`src/rtl/ball_motion_if.sv`:
```
// ball_motion_if: per-frame control inputs and registered ball outputs of the motion engine.
// Ports: vsync/launch/hold (into the engine), ball_x/ball_y/state/floor_hit/wall_hit (out of it).
// master = the side driving vsync/launch/hold, slave = the motion engine itself.
interface ball_motion_if;
  logic       vsync;
  logic       launch;
  logic       hold;
  logic [9:0] ball_x;
  logic [9:0] ball_y;
  logic [1:0] state;
  logic       floor_hit;
  logic       wall_hit;

  modport master (
    output vsync, launch, hold,
    input  ball_x, ball_y, state, floor_hit, wall_hit
  );

  modport slave (
    input  vsync, launch, hold,
    output ball_x, ball_y, state, floor_hit, wall_hit
  );
endinterface

```
`src/rtl/ball_motion.sv`:
```
// ball_motion: gravity-driven ball advanced once per frame on the leading edge of vsync.
// Ports: clk, rst_n (async, active-low), bus (ball_motion_if.slave); outputs update one clk after vsync asserts.
// Optional macro BALL_AUTO_LAUNCH_EN: self-launch from IDLE and relaunch from REST (attract mode).
module ball_motion #(
  parameter int H_ACTIVE    = 640,
  parameter int V_ACTIVE    = 480,
  parameter int RADIUS      = 20,
  parameter int X_START     = 320,
  parameter int Y_START     = 60,
  parameter int VX_INIT     = 2,
  parameter int VY_LAUNCH   = 12,
  parameter int GRAVITY     = 1,
  parameter int DAMP        = 2,
  parameter int MAX_VY      = 15,
  parameter int REST_FRAMES = 60,
  parameter bit VSYNC_POL   = 1'b0
) (
  input  logic         clk,
  input  logic         rst_n,
  ball_motion_if.slave bus
);

  typedef enum logic [1:0] {
    IDLE   = 2'b00,
    FLIGHT = 2'b01,
    REST   = 2'b10,
    BAD    = 2'b11
  } state_t;

  // Bounce limits and constants in the 12-bit signed arithmetic domain.
  localparam logic signed [11:0] XL_S   = 12'(RADIUS);
  localparam logic signed [11:0] XR_S   = 12'(H_ACTIVE - 1 - RADIUS);
  localparam logic signed [11:0] YT_S   = 12'(RADIUS);
  localparam logic signed [11:0] YB_S   = 12'(V_ACTIVE - 1 - RADIUS);
  localparam logic signed [11:0] GRAV_S = 12'(GRAVITY);
  localparam logic signed [11:0] DAMP_S = 12'(DAMP);
  localparam logic signed [11:0] MAXV_S = 12'(MAX_VY);
  localparam logic signed [4:0]  VX_I   = 5'(VX_INIT);
  localparam logic signed [5:0]  VY_L   = 6'(-VY_LAUNCH);
  localparam logic [7:0]         REST_LAST = 8'(REST_FRAMES - 1);

  state_t             st;
  logic [9:0]         ball_x, ball_y;
  logic signed [4:0]  vx;
  logic signed [5:0]  vy;
  logic [7:0]         rest_cnt;
  logic               floor_hit, wall_hit;
  logic               sync_prev;

  logic vs_asserted, fev, go;
  assign vs_asserted = (bus.vsync == VSYNC_POL);
  // One frame event per vsync assertion; hold masks it but sync_prev keeps tracking.
  assign fev = vs_asserted && !sync_prev && !bus.hold;

`ifdef BALL_AUTO_LAUNCH_EN
  assign go = 1'b1;
`else
  assign go = bus.launch;
`endif

  logic signed [11:0] nx, vn_raw, vn, ny;
  always_comb begin
    nx     = $signed({2'b00, ball_x}) + {{7{vx[4]}}, vx};
    vn_raw = {{6{vy[5]}}, vy} + GRAV_S;
    vn     = (vn_raw > MAXV_S) ? MAXV_S : vn_raw;
    ny     = $signed({2'b00, ball_y}) + vn;
  end

  always_ff @(posedge clk or negedge rst_n) begin
    if (!rst_n) begin
      st        <= IDLE;
      ball_x    <= 10'(X_START);
      ball_y    <= 10'(Y_START);
      vx        <= VX_I;
      vy        <= '0;
      rest_cnt  <= '0;
      floor_hit <= 1'b0;
      wall_hit  <= 1'b0;
      sync_prev <= 1'b1;  // an already-asserted vsync at release is not a frame
    end else begin
      sync_prev <= vs_asserted;
      floor_hit <= 1'b0;
      wall_hit  <= 1'b0;
      case (st)
        IDLE: begin
          ball_x <= 10'(X_START);
          ball_y <= 10'(Y_START);
          if (fev && go) begin
            vx <= VX_I;
            vy <= VY_L;
            st <= FLIGHT;
          end
        end
        FLIGHT: begin
          if (fev) begin
            // x axis: walls only count when moving toward them
            if (vx > 5'sd0 && nx >= XR_S) begin
              ball_x   <= 10'(XR_S);
              vx       <= -vx;
              wall_hit <= 1'b1;
            end else if (vx < 5'sd0 && nx <= XL_S) begin
              ball_x   <= 10'(XL_S);
              vx       <= -vx;
              wall_hit <= 1'b1;
            end else begin
              ball_x <= 10'(nx);
            end
            // y axis: floor bounce loses DAMP; too slow to bounce means rest
            if (ny >= YB_S) begin
              ball_y    <= 10'(YB_S);
              floor_hit <= 1'b1;
              if (vn <= DAMP_S) begin
                vy       <= '0;
                rest_cnt <= '0;
                st       <= REST;
              end else begin
                vy <= 6'(DAMP_S - vn);
              end
            end else if (ny <= YT_S) begin
              ball_y <= 10'(YT_S);
              vy     <= '0;
            end else begin
              ball_y <= 10'(ny);
              vy     <= 6'(vn);
            end
          end
        end
        REST: begin
          if (fev) begin
            if (rest_cnt == REST_LAST) begin
`ifdef BALL_AUTO_LAUNCH_EN
              vy       <= VY_L;
              rest_cnt <= '0;
              st       <= FLIGHT;
`else
              ball_x <= 10'(X_START);
              ball_y <= 10'(Y_START);
              st     <= IDLE;
`endif
            end else begin
              rest_cnt <= rest_cnt + 8'd1;
            end
          end
        end
        default: st <= IDLE;
      endcase
    end
  end

  assign bus.ball_x    = ball_x;
  assign bus.ball_y    = ball_y;
  assign bus.state     = st;
  assign bus.floor_hit = floor_hit;
  assign bus.wall_hit  = wall_hit;

endmodule
```
`src/flat_wrapper.sv`:
```
// flat-port wrapper written by rule: the top's interface ports become plain ports
module ball_motion_flat 
#(
  parameter int H_ACTIVE    = 640,
  parameter int V_ACTIVE    = 480,
  parameter int RADIUS      = 20,
  parameter int X_START     = 320,
  parameter int Y_START     = 60,
  parameter int VX_INIT     = 2,
  parameter int VY_LAUNCH   = 12,
  parameter int GRAVITY     = 1,
  parameter int DAMP        = 2,
  parameter int MAX_VY      = 15,
  parameter int REST_FRAMES = 60,
  parameter bit VSYNC_POL   = 1'b0
)
  (clk, rst_n, bus_vsync, bus_launch, bus_hold, bus_ball_x, bus_ball_y, bus_state, bus_floor_hit, bus_wall_hit);
  ball_motion_if bus_i ();
  input  logic clk;
  input  logic rst_n;
  input wire logic [$bits(bus_i.vsync)-1:0] bus_vsync;
  input wire logic [$bits(bus_i.launch)-1:0] bus_launch;
  input wire logic [$bits(bus_i.hold)-1:0] bus_hold;
  output wire logic [$bits(bus_i.ball_x)-1:0] bus_ball_x;
  output wire logic [$bits(bus_i.ball_y)-1:0] bus_ball_y;
  output wire logic [$bits(bus_i.state)-1:0] bus_state;
  output wire logic [$bits(bus_i.floor_hit)-1:0] bus_floor_hit;
  output wire logic [$bits(bus_i.wall_hit)-1:0] bus_wall_hit;
  assign bus_i.vsync = bus_vsync;
  assign bus_i.launch = bus_launch;
  assign bus_i.hold = bus_hold;
  assign bus_ball_x = bus_i.ball_x;
  assign bus_ball_y = bus_i.ball_y;
  assign bus_state = bus_i.state;
  assign bus_floor_hit = bus_i.floor_hit;
  assign bus_wall_hit = bus_i.wall_hit;
  ball_motion #(.H_ACTIVE(H_ACTIVE), .V_ACTIVE(V_ACTIVE), .RADIUS(RADIUS), .X_START(X_START), .Y_START(Y_START), .VX_INIT(VX_INIT), .VY_LAUNCH(VY_LAUNCH), .GRAVITY(GRAVITY), .DAMP(DAMP), .MAX_VY(MAX_VY), .REST_FRAMES(REST_FRAMES), .VSYNC_POL(VSYNC_POL)) u_core (.clk(clk), .rst_n(rst_n), .bus(bus_i));
endmodule
```
`config.mk`:
```
export PLATFORM = sky130hd
export DESIGN_NAME = ball_motion_flat
export DESIGN_NICKNAME = d
export VERILOG_FILES = /design/src/rtl/ball_motion_if.sv /design/src/rtl/ball_motion.sv /design/src/flat_wrapper.sv
export SDC_FILE = /design/constraint.sdc
export NUM_CORES = 1
export LEC_CHECK = 0
export BUFFER_PORTS_ARGS = -buffer_cell sky130_fd_sc_hd__buf_4
export CORE_ASPECT_RATIO = 2
export CORE_MARGIN = 2
export CORE_UTILIZATION = 61
export CTS_CLUSTER_DIAMETER = 40
export CTS_CLUSTER_SIZE = 20
export DETAILED_ROUTE_END_ITERATION = 12
export PLACE_DENSITY = 0.79
export SLEW_MARGIN = 10
export SYNTH_ARGS = -nofsm -noshare
export SYNTH_HDL_FRONTEND = slang
export SYNTH_SLANG_ARGS = --single-unit
```
`constraint.sdc`:
```
create_clock -name clk -period 4.4 [get_ports clk]
set_input_delay 0.22 -clock clk [delete_from_list [all_inputs] [get_ports clk]]
set_output_delay 0.22 -clock clk [all_outputs]
set_load 0.05 [all_outputs]
```
==> run summary, run 1 <==
CTS tree = yes
maximum clock frequency = 237 MHz
IO Pins = 29
CP Max Fanout = 8
FFs w/ async S/R, synth = 1.00
mux cell area share after synthesis = 0.00838
XOR/XNOR share of the synthesized area = 0.0513
reg2reg start = u_core.vy[0]
Synth Area in Compound Gates = 0.286
core area = 5710 sq um
largest net degree at the start of global routing = 44
r2r setup slk = 0.18 ns
drt pass-1 iters = 4
critical path class = reg -> reg
slowest CP cell = a2111o_1
WL final = 10.3 mm
syn_nets = 455
first-pass GRT wire length = 16.3 mm
Avg Cell Area, Syn = 8.53 sq um
Hold Crit Class = in -> reg
Critical Path Max Stage Delay = 0.42 ns
All-Layer GR Usage = 0.327
Worst Path Buf+Inv = 1
# fillers = 458
DRC = 0
Max VDD drop = 595 uV
WHS Endpoint = u_core.sync_prev
share of layout cells above drive strength 1 = 0.184
main combinational cell family by area after synthesis = compound AO/OA/AOI/OAI gates
Initial Util = 0.628
clk slew on worst S/H paths = 0.06 ns
clk sinks = 43
Clk network pwr share = 0.159
combinational power share = 0.647
Synth Area in Simple Gates = 0.198
final setup fails = 0
share of total power in sequential cells = 0.194
Pleak = 1.95 nW
Required @ worst endpoint = 4.55 ns
via count = 3450
post-synthesis sequential area ratio = 0.303
FF+latch count, synth = 43
status = finished, final reports clean
GP Congestion = 0.986
clock latency at the later pin of the worst-skew pair = 0.29 ns
internal power = 0.00155 W
die area = 6540 sq um
WL/cell = 19.9 um
Final period util = 0.960
Reg area = 1090 sq um
CP Capture Type = flip-flop
routed vias/inst = 6.66
CP startpoint kind = flip-flop
CP Launch Point = u_core.vy[0]
die height = 112 um
hold depth = 2
Slew HR = 0.276
Post-Syn Area = 3580 sq um
endpoints failing hold = 0
clock root cell = clkbuf_16
CTS buffer count = 5
Post-Synthesis Cells = 420
initial drt markers = 178
fin crit period = 4.22 ns
yosys warns = 0
EDFF count, synth = 0
crit path cell chain = ha_1 > and3_1 > o211ai_1 > and2_1 > nand2_1 > ha_1 > fa_2 > a211o_1 > a21oi_2 > nor2_1 > o21ai_1 > xor2_1 > a2111o_1 > and2_1 > buf_4 > a21oi_4 > o221ai_1
ANT nets after route = 0
IO Port Bufs = 28
Final Total Pwr = 0.00304 W
hold_sp = bus_vsync
Worst Skew = 0.00585 ns
max-slew violation count = 0
number of global-route vias before repair = 3454
Net Sw Frac = 0.489
critical path arrival = 4.38 ns
CP delay by family, top = compound AO/OA/AOI/OAI gates
R2R cell count = 17
total grt overflow = 0
Net Switching = 0.00149 W
Max Root-Sink Buffers = 2
Max-Cap Viols = 0
antenna diode count = 0
post-synthesis adder-cell area fraction = 0.107
Worst-Margin Slew = 1.08 ns
number of different library cells in the post-synthesis netlist = 73
area of the multi-input gates = 2350 sq um
Worst Hold Margin = 0.0502 ns
Pwr per Cell Area = 737 nW/um^2
DP HPWL = 7.82 mm
H-tree depth = 2
Site Rows = 39
die width = 58.2 um
Worst R2R End = u_core.rest_cnt[2]
initial antenna violation count = 0
Area Overhead vs Synth = 15.1%
Main synth FF type = dfrtp_1
post-layout net count = 491
## metal layers
| layer | part of all wire | vias to the layer above | wire (um) | GRT usage |
|---|---|---|---|---|
| li1 | - | 1605 | - | - |
| met1 | 0.34 | 1680 | 3490 | 0.310 |
| met2 | 0.55 | 112 | 5690 | 0.612 |
| met3 | 0.037 | 53 | 386 | 0.0449 |
| met4 | 0.070 | 0 | 723 | 0.219 |
| met5 | 0 | - | 0 | 0 |
## layout make-up
type / instances / share of cell area
clock buffers: 6 / 0.0312
multi-input cells: 338 / 0.570
clock inverters: 2 / 0.0146
repair buffers: 44 / 0.0807
well taps: 61 / 0.0185
flip-flops and latches: 43 / 0.263
inverters: 24 / 0.0218
## placed cells by master, fill, tap and decap left out, drive strengths merged, types with 13 or more instances in the layout
cell and count:
nand2 47, xnor2 13, inv 24, a21o 13
nor2 43, dfrtp 35, ha 29, o21ai 21
a21oi 32, buf 43
## cell usage after synthesis (all sizes together), types with 3 or more instances
library cell | count | area [sq um]
nand3 | 10 | 50.1
mux2i | 3 | 30.0
o211ai | 8 | 65.1
and2 | 8 | 50.1
o31ai | 4 | 35.0
o22ai | 4 | 25.0
a21o | 13 | 97.6
o221ai | 3 | 32.5
o21a | 3 | 22.5
a211oi | 5 | 37.5
a211o | 4 | 35.0
nand2b | 5 | 38.8
a31oi | 5 | 37.5
buf | 5 | 38.8
a32oi | 3 | 26.3
xnor2 | 13 | 114
inv | 24 | 90.1
dfrtp | 35 | 876
nor2 | 43 | 161
a22o | 5 | 43.8
or3 | 3 | 18.8
a21oi | 32 | 179
xor2 | 8 | 70.1
clkbuf | 10 | 37.5
nand4 | 6 | 37.5
or2 | 7 | 43.8
ha | 29 | 363
o21ai | 21 | 105
dfstp | 8 | 210
nand2 | 47 | 181
nor2b | 5 | 31.3
nor3 | 6 | 30.0
## per-stage QoR
stage | setup slack (ns) | std cells | cell area (sq um) | util | setup TNS [ns]
after floorplan | 0.415 | 420 | 3580 | - | 0
after global placement | 0.225 | 506 | 3880 | 0.680 | 0
after detailed placement | 0.106 | 506 | 3880 | 0.680 | 0
after CTS | 0.0844 | 515 | 4080 | 0.715 | 0
after global routing | -0.00367 | 518 | 4130 | 0.723 | -0.00367
final | 0.175 | 518 | 4130 | 0.723 | 0
## cell families after synthesis
group,count (synthesis)
xor gates and xnor gates,21
and+or+nand+nor,149
adders and majority gates,30
buffers and inverters,39
muxes,3
DFF,43
AOI/OAI and AO/OA,135
## worst reg2reg max path, delay by kind of cell, from the launching register on
kind | cells | cell delay (ns)
buffers and inverters | 1 | 0.17
adders and majority gates | 3 | 0.86
xor gates and xnor gates | 1 | 0.14
and+or+nand+nor | 5 | 0.84
AOI/OAI and AO/OA | 7 | 1.69
DFF | 1 | 0.40
## power by group through the flow
stage / Combinational (W) / Clock (W) / Sequential, W
2_1_floorplan: 0.00126 / 0 / 0.000688
3_3_place_gp: 0.00180 / 0 / 0.000586
3_5_place_dp: 0.00185 / 0 / 0.000591
4_1_cts: 0.00187 / 0.000485 / 0.000584
5_1_grt: 0.00214 / 0.000498 / 0.000597
6_report: 0.00197 / 0.000482 / 0.000589
## timing repair
item                                    CTS  global route
setup buffers                             0             3
hold buffers                              1             0
endpoints found under the setup margin    0            22
hold endpoints to repair                 35             0
gates resized for setup                   0             7
## worst max-delay path by stage
stage                           end  slack, ns  cells after the start
2_1_floorplan  u_core.bus.ball_y[0]       0.42                     17
3_3_place_gp           u_core.vy[1]       0.22                     17
3_5_place_dp           u_core.vy[1]       0.11                     17
4_1_cts          u_core.rest_cnt[2]       0.08                     17
5_1_grt          u_core.rest_cnt[2]     -0.004                     17
6_report         u_core.rest_cnt[2]       0.18                     17
## state kept, by name (all words and copies together) (netlist names), 2 cells and up
signal	flops
u_core.bus.ball_x	10
u_core.bus.ball_y	10
u_core.bus.state	2
u_core.rest_cnt	8
u_core.vx	4
u_core.vy	6
Power figures use the tool's default switching activity.
==> inputs of run 2 (changes only) <==
--- a/config.mk
+++ b/config.mk
@@ -12,7 +12,7 @@
 export CTS_CLUSTER_DIAMETER = 40
 export CTS_CLUSTER_SIZE = 20
 export DETAILED_ROUTE_END_ITERATION = 12
-export PLACE_DENSITY = 0.79
+export PLACE_DENSITY_LB_ADDON = 0.2
 export SLEW_MARGIN = 10
 export SYNTH_ARGS = -nofsm -noshare
 export SYNTH_HDL_FRONTEND = slang
==> run summary, run 2 (synthesized netlist as in run 1, its figures left out) <==
Max VDD drop = 594 uV
critical path arrival = 4.31 ns
All-Layer GR Usage = 0.331
Final period util = 0.942
DP HPWL = 7.79 mm
Hold Crit Class = in -> reg
total grt overflow = 0
GP Congestion = 0.937
fin cells = 517
IO Port Bufs = 28
maximum clock frequency = 241 MHz
Metal-1 WL = 3.46 mm
critical path class = reg -> reg
Site Rows = 39
clk sinks = 43
met2 WL post-DR = 5.54 mm
placed insts = 506
number of global-route vias before repair = 3424
fin crit period = 4.14 ns
WL/cell = 19.5 um
commonest non-fill, non-tap cells in the layout = nand2_1 (45), nor2_1 (43), buf_4 (42)
critical path endpoint = u_core.bus.state[0]
Non-Filler Cell Area, Final = 4100 sq um
Area Overhead vs Synth = 14.3%
H-tree depth = 2
Final Util = 0.717
post-layout net count = 490
die height = 112 um
Area after DPL = 3880 sq um
Top Layer Used = met4
reg2reg start = u_core.vy[0]
Pwr per Cell Area = 728 nW/um^2
CP startpoint kind = flip-flop
CTS tree = yes
Worst R2R End = u_core.bus.state[0]
first-pass GRT wire length = 16.5 mm
via count = 3444
initial drt markers = 215
max-slew violation count = 0
CP Max Fanout = 5
WL final = 10.1 mm
commonest non-fill, non-tap cell in the layout = nand2_1
Worst-Margin Slew = 1.00 ns
core area = 5710 sq um
share of layout cells above drive strength 1 = 0.180
R2R cell count = 16
ANT nets after route = 0
CP Capture Type = flip-flop
largest net degree at the start of global routing = 44
clock root cell = clkbuf_16
routed vias/inst = 6.66
status = finished, final reports clean
Max Root-Sink Buffers = 2
antenna diode count = 0
clock latency at the later pin of the worst-skew pair = 0.30 ns
Pleak = 1.94 nW
Worst Hold Margin = 0.0445 ns
DRC = 0
endpoints failing hold = 0
CP Launch Point = u_core.vy[0]
r2r setup slk = 0.26 ns
Slew HR = 0.330
largest registers = u_core.bus.ball_x: 10 flops, u_core.bus.ball_y: 10 flops, u_core.rest_cnt: 8 flops
CTS buffer count = 5
Max-Cap Viols = 0
Worst Skew = 0.0107 ns
Required @ worst endpoint = 4.57 ns
met3 wire len = 292 um
final setup fails = 0
Initial Util = 0.628
die area = 6540 sq um
initial antenna violation count = 0
clk slew on worst S/H paths = 0.07 ns
drt pass-1 iters = 5
die width = 58.2 um
IO Pins = 29
## run 2: area by class of cell
| class | count | area, sq um |
|---|---|---|
| Multi-Input combinational cell | 338 | 2340 |
| Fill cell | 483 | 1610 |
| Sequential cell | 43 | 1090 |
| Timing Repair Buffer | 43 | 325 |
| Clock buffer | 5 | 125 |
| Inverter | 24 | 90.1 |
| Tap cell | 61 | 76.3 |
| Clock inverter | 3 | 47.5 |
## run 2: power by group
part,internal (W),switching [W],total [W],leakage (nW)
logic,0.000731,0.00122,0.00195,1.31
clock network,0.000271,0.000168,0.000439,0.0844
registers,0.000490,0.000101,0.000591,0.547
total,0.00149,0.00149,0.00298,1.94
## run 2: layer usage
| metal | track usage | vias to the layer above |
|---|---|---|
| li1 | - | 1607 |
| met3 | 0.0392 | 52 |
| met1 | 0.323 | 1654 |
| met2 | 0.605 | 131 |
| met4 | 0.240 | 0 |
| met5 | 0 | - |
## run 2: worst min-delay path by stage
stage,from,end,slack [ns],depth (start not counted)
6_report,bus_vsync,u_core.sync_prev,0.04,2
5_1_grt,bus_vsync,u_core.sync_prev,0.06,2
4_1_cts,bus_vsync,u_core.sync_prev,0.05,2
3_5_place_dp,rst_n,u_core.bus.ball_y[9],0.24,1
3_3_place_gp,rst_n,u_core.bus.ball_y[9],0.24,1
2_1_floorplan,rst_n,u_core.bus.ball_x[0],-0.08,0
## run 2: worst max-delay path, cell delays in order, from the launching register on
cell	delay (ns)
dfrtp_1	0.38
ha_1	0.25
and3_1	0.25
o211ai_1	0.12
and2_1	0.20
nand2_1	0.12
ha_1	0.23
fa_1	0.43
a211o_1	0.34
a21oi_2	0.20
a32oi_1	0.16
nand2_1	0.13
xor2_1	0.11
a2111o_1	0.44
and2_4	0.22
nor4_1	0.34
o21ai_1	0.12
## run 2: metrics by stage
stage                     worst slack, ns  total power (W)  TNS [ns]
after floorplan                     0.415          0.00194         0
after global placement              0.246          0.00241         0
after detailed placement            0.130          0.00244         0
after CTS                           0.116          0.00289         0
after global routing             -0.00899          0.00317  -0.00899
final                               0.255          0.00298         0
## run 2: repair_timing
item / 4_1_cts / 5_1_grt
resized for setup: 0 / 4
setup endpoints to repair: 0 / 23
hold endpoints to repair: 35 / 0
buffers inserted: 0 / 2
hold buffers: 1 / 0
